### config.mk
export PLATFORM = sky130hd
export DESIGN_NAME = control_multiciclo
export DESIGN_NICKNAME = d
export VERILOG_FILES = /design/src/rtl/control_multiciclo_pkg.sv /design/src/rtl/control_multiciclo_mem_wait_timer.sv /design/src/rtl/control_multiciclo.sv
export SDC_FILE = /design/constraint.sdc
export NUM_CORES = 1
export LEC_CHECK = 0
export ABC_AREA = 1
export BUFFER_PORTS_ARGS = -buffer_cell sky130_fd_sc_hd__buf_4
export CORE_MARGIN = 2
export CORE_UTILIZATION = 40
export CTS_CLUSTER_SIZE = 30
export DETAILED_ROUTE_END_ITERATION = 8
export SYNTH_ARGS = -nofsm -noshare
export SYNTH_HDL_FRONTEND = slang
export SYNTH_SLANG_ARGS = --single-unit
export TNS_END_PERCENT = 10
### constraint.sdc
create_clock -name clk -period 5.5 [get_ports clk]
set_input_delay 0.55 -clock clk [delete_from_list [all_inputs] [get_ports clk]]
set_output_delay 0.55 -clock clk [all_outputs]
set_load 0.005 [all_outputs]
### src/rtl/control_multiciclo_pkg.sv
// control_multiciclo_pkg: opcodes, ALU function codes, FSM states and decode helpers
package control_multiciclo_pkg;
  localparam logic [5:0] OP_ADD  = 6'b001111;
  localparam logic [5:0] OP_SUB  = 6'b000110;
  localparam logic [5:0] OP_AND  = 6'b000000;
  localparam logic [5:0] OP_OR   = 6'b000001;
  localparam logic [5:0] OP_SLT  = 6'b000111;
  localparam logic [5:0] OP_ADDI = 6'b001000;
  localparam logic [5:0] OP_ANDI = 6'b001100;
  localparam logic [5:0] OP_ORI  = 6'b001101;
  localparam logic [5:0] OP_SLTI = 6'b001010;
  localparam logic [5:0] OP_LW   = 6'b100011;
  localparam logic [5:0] OP_SW   = 6'b101011;
  localparam logic [5:0] OP_BEQ  = 6'b000100;
  localparam logic [5:0] OP_J    = 6'b000010;
  localparam logic [2:0] ALU_ADD  = 3'b000;
  localparam logic [2:0] ALU_BJ   = 3'b001;
  localparam logic [2:0] ALU_R    = 3'b010;
  localparam logic [2:0] ALU_ADDI = 3'b011;
  localparam logic [2:0] ALU_ORI  = 3'b100;
  localparam logic [2:0] ALU_ANDI = 3'b101;
  localparam logic [2:0] ALU_SLTI = 3'b110;
  typedef enum logic [3:0] {
    S_FETCH, S_DECODE, S_EXEC_R, S_EXEC_I, S_MEM_ADDR, S_MEM_RD,
    S_MEM_WR, S_WB, S_BRANCH, S_JUMP, S_TRAP
  } state_t;
  function automatic logic is_r(input logic [5:0] op);
    return op inside {OP_ADD, OP_SUB, OP_AND, OP_OR, OP_SLT};
  endfunction
  function automatic logic is_i(input logic [5:0] op);
    return op inside {OP_ADDI, OP_ANDI, OP_ORI, OP_SLTI};
  endfunction
  function automatic logic [2:0] alu_code(input logic [5:0] op);
    return is_r(op)      ? ALU_R :
           op == OP_ADDI ? ALU_ADDI :
           op == OP_ORI  ? ALU_ORI :
           op == OP_ANDI ? ALU_ANDI :
           op == OP_SLTI ? ALU_SLTI :
           (op == OP_BEQ || op == OP_J) ? ALU_BJ : ALU_ADD;
  endfunction
endpackage

### src/rtl/control_multiciclo_mem_wait_timer.sv
// mem_wait_timer: counts memory wait cycles and flags the cycle that hits the timeout
module mem_wait_timer #(
  parameter int MEM_TIMEOUT = 16
) (
  input  logic clk,
  input  logic rst,
  input  logic i_clr,
  input  logic i_en,
  output logic o_expire
);
  localparam int W = (MEM_TIMEOUT > 2) ? $clog2(MEM_TIMEOUT) : 1;
  logic [W-1:0] r_cnt;
  // wait counter: cleared outside waits, advanced on each unanswered request
  always_ff @(posedge clk or posedge rst)
    if (rst) r_cnt <= '0;
    else if (i_clr) r_cnt <= '0;
    else if (i_en) r_cnt <= r_cnt + 1'b1;
  assign o_expire = i_en && (r_cnt == W'(MEM_TIMEOUT - 2));
endmodule

### src/rtl/control_multiciclo.sv
// control_multiciclo: multi-cycle MIPS-subset control FSM with memory handshake and trap
module control_multiciclo
  import control_multiciclo_pkg::*;
#(
  parameter int OP_W        = 6,
  parameter int ALU_OP_W    = 3,
  parameter int MEM_TIMEOUT = 16,
  parameter int CNT_W       = 32
) (
  input  logic                clk,
  input  logic                rst,
  input  logic [OP_W-1:0]     op_code,
  input  logic                mem_ready,
  output logic                mem_req,
  output logic                mem_write,
  output logic                iord,
  output logic                ir_we,
  output logic                pc_we,
  output logic                branch,
  output logic                jump,
  output logic                reg_dst,
  output logic                alu_src,
  output logic [ALU_OP_W-1:0] alu_op,
  output logic                mem_to_reg,
  output logic                reg_write,
  output logic                fault,
  output logic [CNT_W-1:0]    instr_count
);
  state_t r_state, w_next;
  logic [OP_W-1:0] r_op;
  logic [CNT_W-1:0] r_count;
  logic w_wait, w_expire, w_retire;
  logic [ALU_OP_W-1:0] w_alu;
  assign w_wait = r_state inside {S_FETCH, S_MEM_RD, S_MEM_WR};
  assign w_alu = alu_code(r_op);
  assign w_retire = (r_state != S_FETCH) && (w_next == S_FETCH);
  assign fault = (r_state == S_TRAP) && !rst;
  assign instr_count = r_count;
  mem_wait_timer #(.MEM_TIMEOUT(MEM_TIMEOUT)) u_timer (
    .clk(clk),
    .rst(rst),
    .i_clr(!w_wait || mem_ready),
    .i_en(w_wait && !mem_ready),
    .o_expire(w_expire)
  );
  // state, latched opcode and retired count; reset aborts any instruction in flight
  always_ff @(posedge clk or posedge rst)
    if (rst) begin
      r_state <= S_FETCH;
      r_op    <= '0;
      r_count <= '0;
    end else begin
      r_state <= w_next;
      if (r_state == S_DECODE) r_op <= op_code;
      if (w_retire) r_count <= r_count + 1'b1;
    end
  // next state and datapath strobes; everything forced low while rst is held
  always_comb begin
    w_next = r_state;
    mem_req = 1'b0;
    mem_write = 1'b0;
    iord = 1'b0;
    ir_we = 1'b0;
    pc_we = 1'b0;
    branch = 1'b0;
    jump = 1'b0;
    reg_dst = 1'b0;
    alu_src = 1'b0;
    alu_op = '0;
    mem_to_reg = 1'b0;
    reg_write = 1'b0;
    case (r_state)
      S_FETCH: begin
        w_next = mem_ready ? S_DECODE : w_expire ? S_TRAP : S_FETCH;
        mem_req = 1'b1;
        ir_we = mem_ready;
        pc_we = mem_ready;
      end
      S_DECODE:
        w_next = is_r(op_code) ? S_EXEC_R :
                 is_i(op_code) ? S_EXEC_I :
                 (op_code == OP_LW || op_code == OP_SW) ? S_MEM_ADDR :
                 op_code == OP_BEQ ? S_BRANCH :
                 op_code == OP_J   ? S_JUMP : S_TRAP;
      S_EXEC_R: begin
        w_next = S_WB;
        reg_dst = 1'b1;
        alu_op = w_alu;
      end
      S_EXEC_I: begin
        w_next = S_WB;
        alu_src = 1'b1;
        alu_op = w_alu;
      end
      S_MEM_ADDR: begin
        w_next = (r_op == OP_LW) ? S_MEM_RD : S_MEM_WR;
        alu_src = 1'b1;
        alu_op = w_alu;
      end
      S_MEM_RD: begin
        w_next = mem_ready ? S_WB : w_expire ? S_TRAP : S_MEM_RD;
        mem_req = 1'b1;
        iord = 1'b1;
        mem_to_reg = 1'b1;
        alu_op = w_alu;
      end
      S_MEM_WR: begin
        w_next = mem_ready ? S_FETCH : w_expire ? S_TRAP : S_MEM_WR;
        mem_req = 1'b1;
        iord = 1'b1;
        mem_write = 1'b1;
        alu_op = w_alu;
      end
      S_WB: begin
        w_next = S_FETCH;
        reg_write = 1'b1;
        reg_dst = is_r(r_op);
        mem_to_reg = (r_op == OP_LW);
      end
      S_BRANCH: begin
        w_next = S_FETCH;
        branch = 1'b1;
        alu_op = w_alu;
      end
      S_JUMP: begin
        w_next = S_FETCH;
        jump = 1'b1;
        pc_we = 1'b1;
      end
      default: w_next = S_TRAP;
    endcase
    if (rst) begin
      mem_req = 1'b0;
      mem_write = 1'b0;
      iord = 1'b0;
      ir_we = 1'b0;
      pc_we = 1'b0;
      branch = 1'b0;
      jump = 1'b0;
      reg_dst = 1'b0;
      alu_src = 1'b0;
      alu_op = '0;
      mem_to_reg = 1'b0;
      reg_write = 1'b0;
    end
  end
endmodule

==> summary.md, run 1 <==
| Metric | Value |
|---|---|
| Max-slew violation count | 0 |
| Mapped Area | 0.00336 sq mm |
| H-tree Lvls | 2 |
| Placed inst area | 0.00379 sq mm |
| Worst EP arrival | 2.98 ns |
| Required @ worst endpoint | 5.68 ns |
| Initial antenna violation count | 0 |
| Hold path start | u_timer.r_cnt[0] |
| Initial DRC count | 168 |
| Total iterations of the first detailed-routing run | 4 |
| Top Layer Used | met4 |
| Crit path max-delay family | simple AND/OR/NAND/NOR gates |
| Per-cell routed wire length | 13.4 um |
| Tcrit/Tclk final | 0.508 |
| FMAX | 0.358 GHz |
| R2R Setup Slk | 2.70 ns |
| Vias in the first global route | 3103 |
| Worst-margin pin slew | 0.992 ns |
| Final Hold Fails | 0 |
| Setup total negative slack | 0 ns |
| Total die area | 0.00915 sq mm |
| Num rows | 33 |
| Pwr dens | 149 mW/mm^2 |
| Pin count of the biggest net entering global routing | 49 |
| Hold-fix buffers, CTS | 0 |
| First-pass GRT wire length | 14.7 mm |
| Core area | 0.00818 sq mm |
| M1 wire length | 4.20 mm |
| Final Skew | 0.00573 ns |
| Post-route cell area | 0.00388 sq mm |
| Setup crit start | r_state[2] |
| TritonCTS buffer count | 5 |
| Layout area overhead | 15.5% |
| Remaining antenna violation count | 0 |
| Routed vias | 3176 |
| Die extent in x | 95.7 um |
| CTS Sinks | 46 |
| Syn_nets | 491 |
| Post-synth ARST share | 1.00 |
| Final worst path period need | 2.80 ns |
| GP Congestion | 0.953 |
| Post-CTS setup buffers | 0 |
| Post-synth EDFFs | 0 |
| DR WL met3 | 323 um |
| Post-Synthesis Cells | 479 |
| Critical path buffers and inverters | 1 |
| Final setup fails | 0 |
| Max incr delay on CP | 0.52 ns |
| Drt total wl | 8.44 mm |
| Max Buffers Root-to-Sink | 2 |
| Layout cells sized above 1 | 0.182 |
| Post-synth cell types | 29 |
| Post-cts sizing count | 0 |
| Final core occ | 0.475 |
| Dpl hpwl | 6.38 mm |
| Syn_area_per_cell | 7.02 sq um |
| Total grt overflow | 0 |
| Yosys warns | 0 |
| Root Driver | clkbuf_8 |
| Clk Latency, worst-skew pair | 0.30 ns |
| Status | finished clean |
| Fillers | 846 |
| Io pins | 56 |
| CP Class | reg -> reg |
| Nature of the critical path startpoint | flop |
| N_diodes | 0 |
| Worst path cell trace | nor2_2 > nand2_4 > nand2_4 > nand3_4 > nand2_2 > inv_2 > nor2_8 > nand4_4 > nand2_1 > nand2_1 |
| Sequential fraction of the synthesis area | 0.342 |
| Peak supply drop | 0.112 mV |
| Detailed-route DRC error count | 0 |
| Clock-pin slew on the worst setup and hold paths | 0.09 ns |
| DR WL met2 | 3.86 mm |
| CTS tree | built |
| Yosys reg bits | 46 |
| Die Y | 95.7 um |
| Port-buffer cells | 55 |
| CP max FO | 37 |
| Reg2reg start | r_state[2] |
| Slowest cell on crit path | nand4_4 |
| Crit end category | flop |
| Maxcap violations | 0 |
| Total Nets Final | 538 |
| RSZ-0062 raised after global routing | false |
| Hold Crit Class | reg -> reg |
| Vias per inst | 5.03 |
| Slew headroom | 0.338 |
| Leakage power | 0.00198 uW |
| Total track usage | 0.201 |
| Starting Density | 0.411 |
| Post-synth top flop | dfrtp_1 |
## synth_stat cells (6+ instances only)
cell       n  area [sq um]
nand2_1  152           571
buf_2      7          35.0
xnor2_1    9          78.8
nor3_1    17          85.1
nand2_2   13          81.3
xor2_1    23           201
nand4_1   39           244
nand3_1   20           100
nor2_1    68           255
dfrtp_1   46          1150
a21oi_1    6          30.0
o21ai_0    9          45.0
buf_6      7          78.8
inv_2      6          22.5
inv_1     34           128
## power by group
group	leakage, uW	internal [uW]	switching (uW)
combinational	0.00133	6.37	15.1
clock	0.0000472	101	119
sequential	0.000601	338	0
total	0.00198	445	134
## stage by stage
stage	power (uW)	hold WS [ns]	cells	worst slack, ns
3_5_place_dp	367	0.489	624	2.71
6_report	580	0.497	632	2.70
2_1_floorplan	356	0.453	479	3.03
5_1_grt	606	0.523	632	2.38
3_3_place_gp	367	0.480	624	2.79
4_1_cts	592	0.488	632	2.68
## path summary, 6_finish.rpt
| path | to | cells past startpoint |
|---|---|---|
| min in group asynchronous | r_op[1] | 2 |
| max in group asynchronous | r_state[3] | 2 |
| worst max-delay path | instr_count[29] | 10 |
| worst max register to register | instr_count[29] | 10 |
| worst min register to register | u_timer.r_cnt[0] | 1 |
| worst min-delay path | u_timer.r_cnt[0] | 1 |
## state kept, by name (all words and copies together), names as in the netlist
register / flops
r_state: 4
r_op: 6
u_timer.r_cnt: 4
instr_count: 32
## per-layer routing
layer | global-route usage | vias up
li1 | - | 1655
met3 | 0.0285 | 4
met5 | 0 | -
met1 | 0.279 | 1447
met2 | 0.332 | 70
met4 | 0.0440 | 0
## cells in the final DEF (no fill, tap or decap), types with 2 or more instances in the layout
cell type,Yosys,final
a21oi_1,6,6
nor4_1,2,2
nor2_1,68,68
clkbuf_8,0,6
xnor2_1,9,9
nand2_1,152,152
inv_1,34,33
xor2_1,23,23
nor2_2,3,3
nand4_1,39,39
nor2_4,3,3
dfrtp_1,46,46
nand3_4,2,2
inv_2,6,7
nand3_1,20,20
nand2_4,2,2
o21ai_0,9,9
nand2_2,13,13
ha_1,3,3
nor3_1,17,17
buf_4,0,55
## layout make-up
class	count	area, sq um	area share
Multi-Input combinational cell	378	1940	0.500
Sequential cell	46	1150	0.296
Timing Repair Buffer	55	413	0.106
Inverter	40	150	0.0387
Tap cell	105	131	0.0338
Clock buffer	6	82.6	0.0213
Clock inverter	2	12.5	0.00322
## logic make-up after synthesis
| logic type | after synthesis | share of synthesized area |
|---|---|---|
| adders and majority gates | 3 | 0.0112 |
| DFF | 46 | 0.342 |
| buffers and inverters | 55 | 0.0796 |
| xor gates and xnor gates | 32 | 0.0834 |
| AOI/OAI and AO/OA | 18 | 0.0294 |
| and+or+nand+nor | 325 | 0.454 |
(Power assumes the default switching activity.)
==> run 2: changes to the inputs <==
==> constraint.sdc (replaced) <==
create_clock -name clk -period 2.2 [get_ports clk]
set_input_delay 0.22 -clock clk [delete_from_list [all_inputs] [get_ports clk]]
set_output_delay 0.22 -clock clk [all_outputs]
set_load 0.005 [all_outputs]
==> summary.md, run 2 (synthesis gave the netlist of run 1 again) <==
| Metric | Value |
|---|---|
| Vias per inst | 5.17 (was 5.03) |
| Port-buffer cells | 55 (unchanged) |
| Final setup fails | 0 (unchanged) |
| H-tree Lvls | 2 (unchanged) |
| Routed vias | 3329 (was 3176) |
| Die extent in x | 95.7 um (unchanged) |
| Slew headroom | 0.602 (was 0.338) |
| Crit end category | flop (unchanged) |
| Max-slew violation count | 0 (unchanged) |
| Setup slack after layout | 0.139 ns (was 2.70 ns) |
| GP Congestion | 0.920 (was 0.953) |
| Maxcap violations | 0 (unchanged) |
| Final worst path period need | 2.06 ns (was 2.80 ns) |
| Worst-margin pin slew | 0.598 ns (was 0.992 ns) |
| Initial antenna violation count | 0 (unchanged) |
| First-pass GRT wire length | 14.8 mm (was 14.7 mm) |
| Worst EP arrival | 2.31 ns (was 2.98 ns) |
| Dpl hpwl | 6.64 mm (was 6.38 mm) |
| Commonest cells after routing, fill and taps aside | nand2_1, nor2_1, buf_4, dfrtp_1, nand4_1 (unchanged) |
| Max FFs per register | 32 (unchanged) |
| Initial DRC count | 209 (was 168) |
| Required @ worst endpoint | 2.45 ns (was 5.68 ns) |
| Max Buffers Root-to-Sink | 2 (unchanged) |
| Hold path depth | 3 (was 1) |
| RSZ-0062 raised after global routing | true (was false) |
| Combined area of the multi-input logic cells | 0.00198 sq mm (was 0.00194 sq mm) |
| Starting Density | 0.411 (unchanged) |
| Total iterations of the first detailed-routing run | 4 (unchanged) |
| Per-cell routed wire length | 14.3 um (was 13.4 um) |
| Total Nets Final | 550 (was 538) |
| Flop pwr share | 0.590 (was 0.583) |
| Tcrit/Tclk final | 0.937 (was 0.508) |
| CP max FO | 16 (was 37) |
| Setup total negative slack | 0 ns (unchanged) |
| CP Class | reg -> reg (unchanged) |
| Total track usage | 0.208 (was 0.201) |
| Layout area overhead | 19.7% (was 15.5%) |
| Root Driver | clkbuf_8 (unchanged) |
| Reg2reg path depth | 9 (was 10) |
| FF/Latch Area | 0.00115 sq mm (about the same) |
| Final Hold Fails | 0 (unchanged) |
| CTS Sinks | 46 (unchanged) |
| Drt total wl | 9.23 mm (was 8.44 mm) |
| TritonCTS buffer count | 5 (unchanged) |
| Sw Ratio | 0.241 (was 0.231) |
| Core area | 0.00818 sq mm (unchanged) |
| Hold Crit Class | in -> reg (was reg -> reg) |
| CTS tree | built (unchanged) |
| FMAX | 0.485 GHz (was 0.358 GHz) |
| N_diodes | 0 (unchanged) |
| Pwr dens | 356 mW/mm^2 (was 149 mW/mm^2) |
| Clk Latency, worst-skew pair | 0.31 ns (was 0.30 ns) |
| Pin count of the biggest net entering global routing | 47 (was 49) |
| Vias in the first global route | 3021 (was 3103) |
| Io pins | 56 (unchanged) |
| Final core occ | 0.492 (was 0.475) |
| Status | finished clean (unchanged) |
| Remaining antenna violation count | 0 (unchanged) |
| Detailed-route DRC error count | 0 (unchanged) |
| Num rows | 33 (unchanged) |
| Pre-CTS WS | -0.0280 ns (was 2.71 ns) |
| Internal Power | 1090 uW (was 445 uW) |
| Clock power frac | 0.371 (was 0.380) |
| Comb pwr share | 0.039 (was 0.037) |
| Nature of the critical path startpoint | flop (unchanged) |
| Clock-pin slew on the worst setup and hold paths | 0.09 ns (about the same) |
| Peak supply drop | 0.193 mV (was 0.112 mV) |
| Most common cell after layout, fill and taps aside | nand2_1 (unchanged) |
| Final Skew | 0.00815 ns (was 0.00573 ns) |
| P_sw | 344 uW (was 134 uW) |
| Leakage power | 0.00204 uW (was 0.00198 uW) |
| Total die area | 0.00915 sq mm (unchanged) |
| Die Y | 95.7 um (unchanged) |
| Fillers | 846 (unchanged) |
| Layout cells sized above 1 | 0.202 (was 0.182) |
| Total grt overflow | 0 (unchanged) |
run 2: power by group through the flow:
stage	clock network, uW	registers, uW	logic, uW
after floorplan	0	862	29.1
after global placement	0	862	56.6
after detailed placement	0	862	56.7
after CTS	546	845	56.9
after global routing	586	845	64.1
final	531	845	55.5
run 2: timing repair:
action	4_1_cts	5_1_grt
hold buffers	0	0
hold endpoints to repair	0	0
setup buffers	0	4
pin swaps	1	4
cloned	1	1
setup endpoints to repair	20	32
resized for setup	2	2
run 2: cell type report:
class,count,share of cell area
flip-flops and latches,46,0.287
clock inverters,2,0.00342
well taps,105,0.0327
repair buffers,65,0.131
inverters,40,0.0373
clock buffers,6,0.0180
multi-input cells,380,0.491
run 2: path summary, 6_finish.rpt:
check | start | end | slack [ns]
max in group asynchronous | rst | r_state[1] | 1.62
min in group asynchronous | rst | r_op[2] | 0.16
min reg2reg | u_timer.r_cnt[0] | u_timer.r_cnt[0] | 0.49
min | op_code[0] | r_op[0] | 0.15
max reg2reg | r_state[2] | instr_count[12] | 0.14
max | r_state[2] | instr_count[12] | 0.14
run 2: per-stage QoR:
step | hold WS (ns) | total power (uW) | cells | area, sq um
finish | 0.149 | 1430 | 644 | 4020
global route | 0.163 | 1490 | 644 | 4020
CTS | 0.150 | 1450 | 639 | 3940
detailed placement | 0.464 | 918 | 630 | 3830
global placement | 0.454 | 918 | 630 | 3830
floorplan | 0.330 | 891 | 479 | 3360
run 2: critical path, cell delays in order (launching register included):
cell,delay [ns]
dfrtp_1,0.44
nor2_2,0.26
nand2_4,0.11
nand2_4,0.10
nand3_4,0.10
a21oi_1,0.15
nand2_1,0.17
nor2_4,0.41
nand4_1,0.14
nand2_1,0.11
run 2: metal layers:
metal / global-route usage / share of wire
met2: 0.336 / 0.46
met4: 0.0571 / 0.017
met5: 0 / 0
met3: 0.0300 / 0.047
met1: 0.293 / 0.48
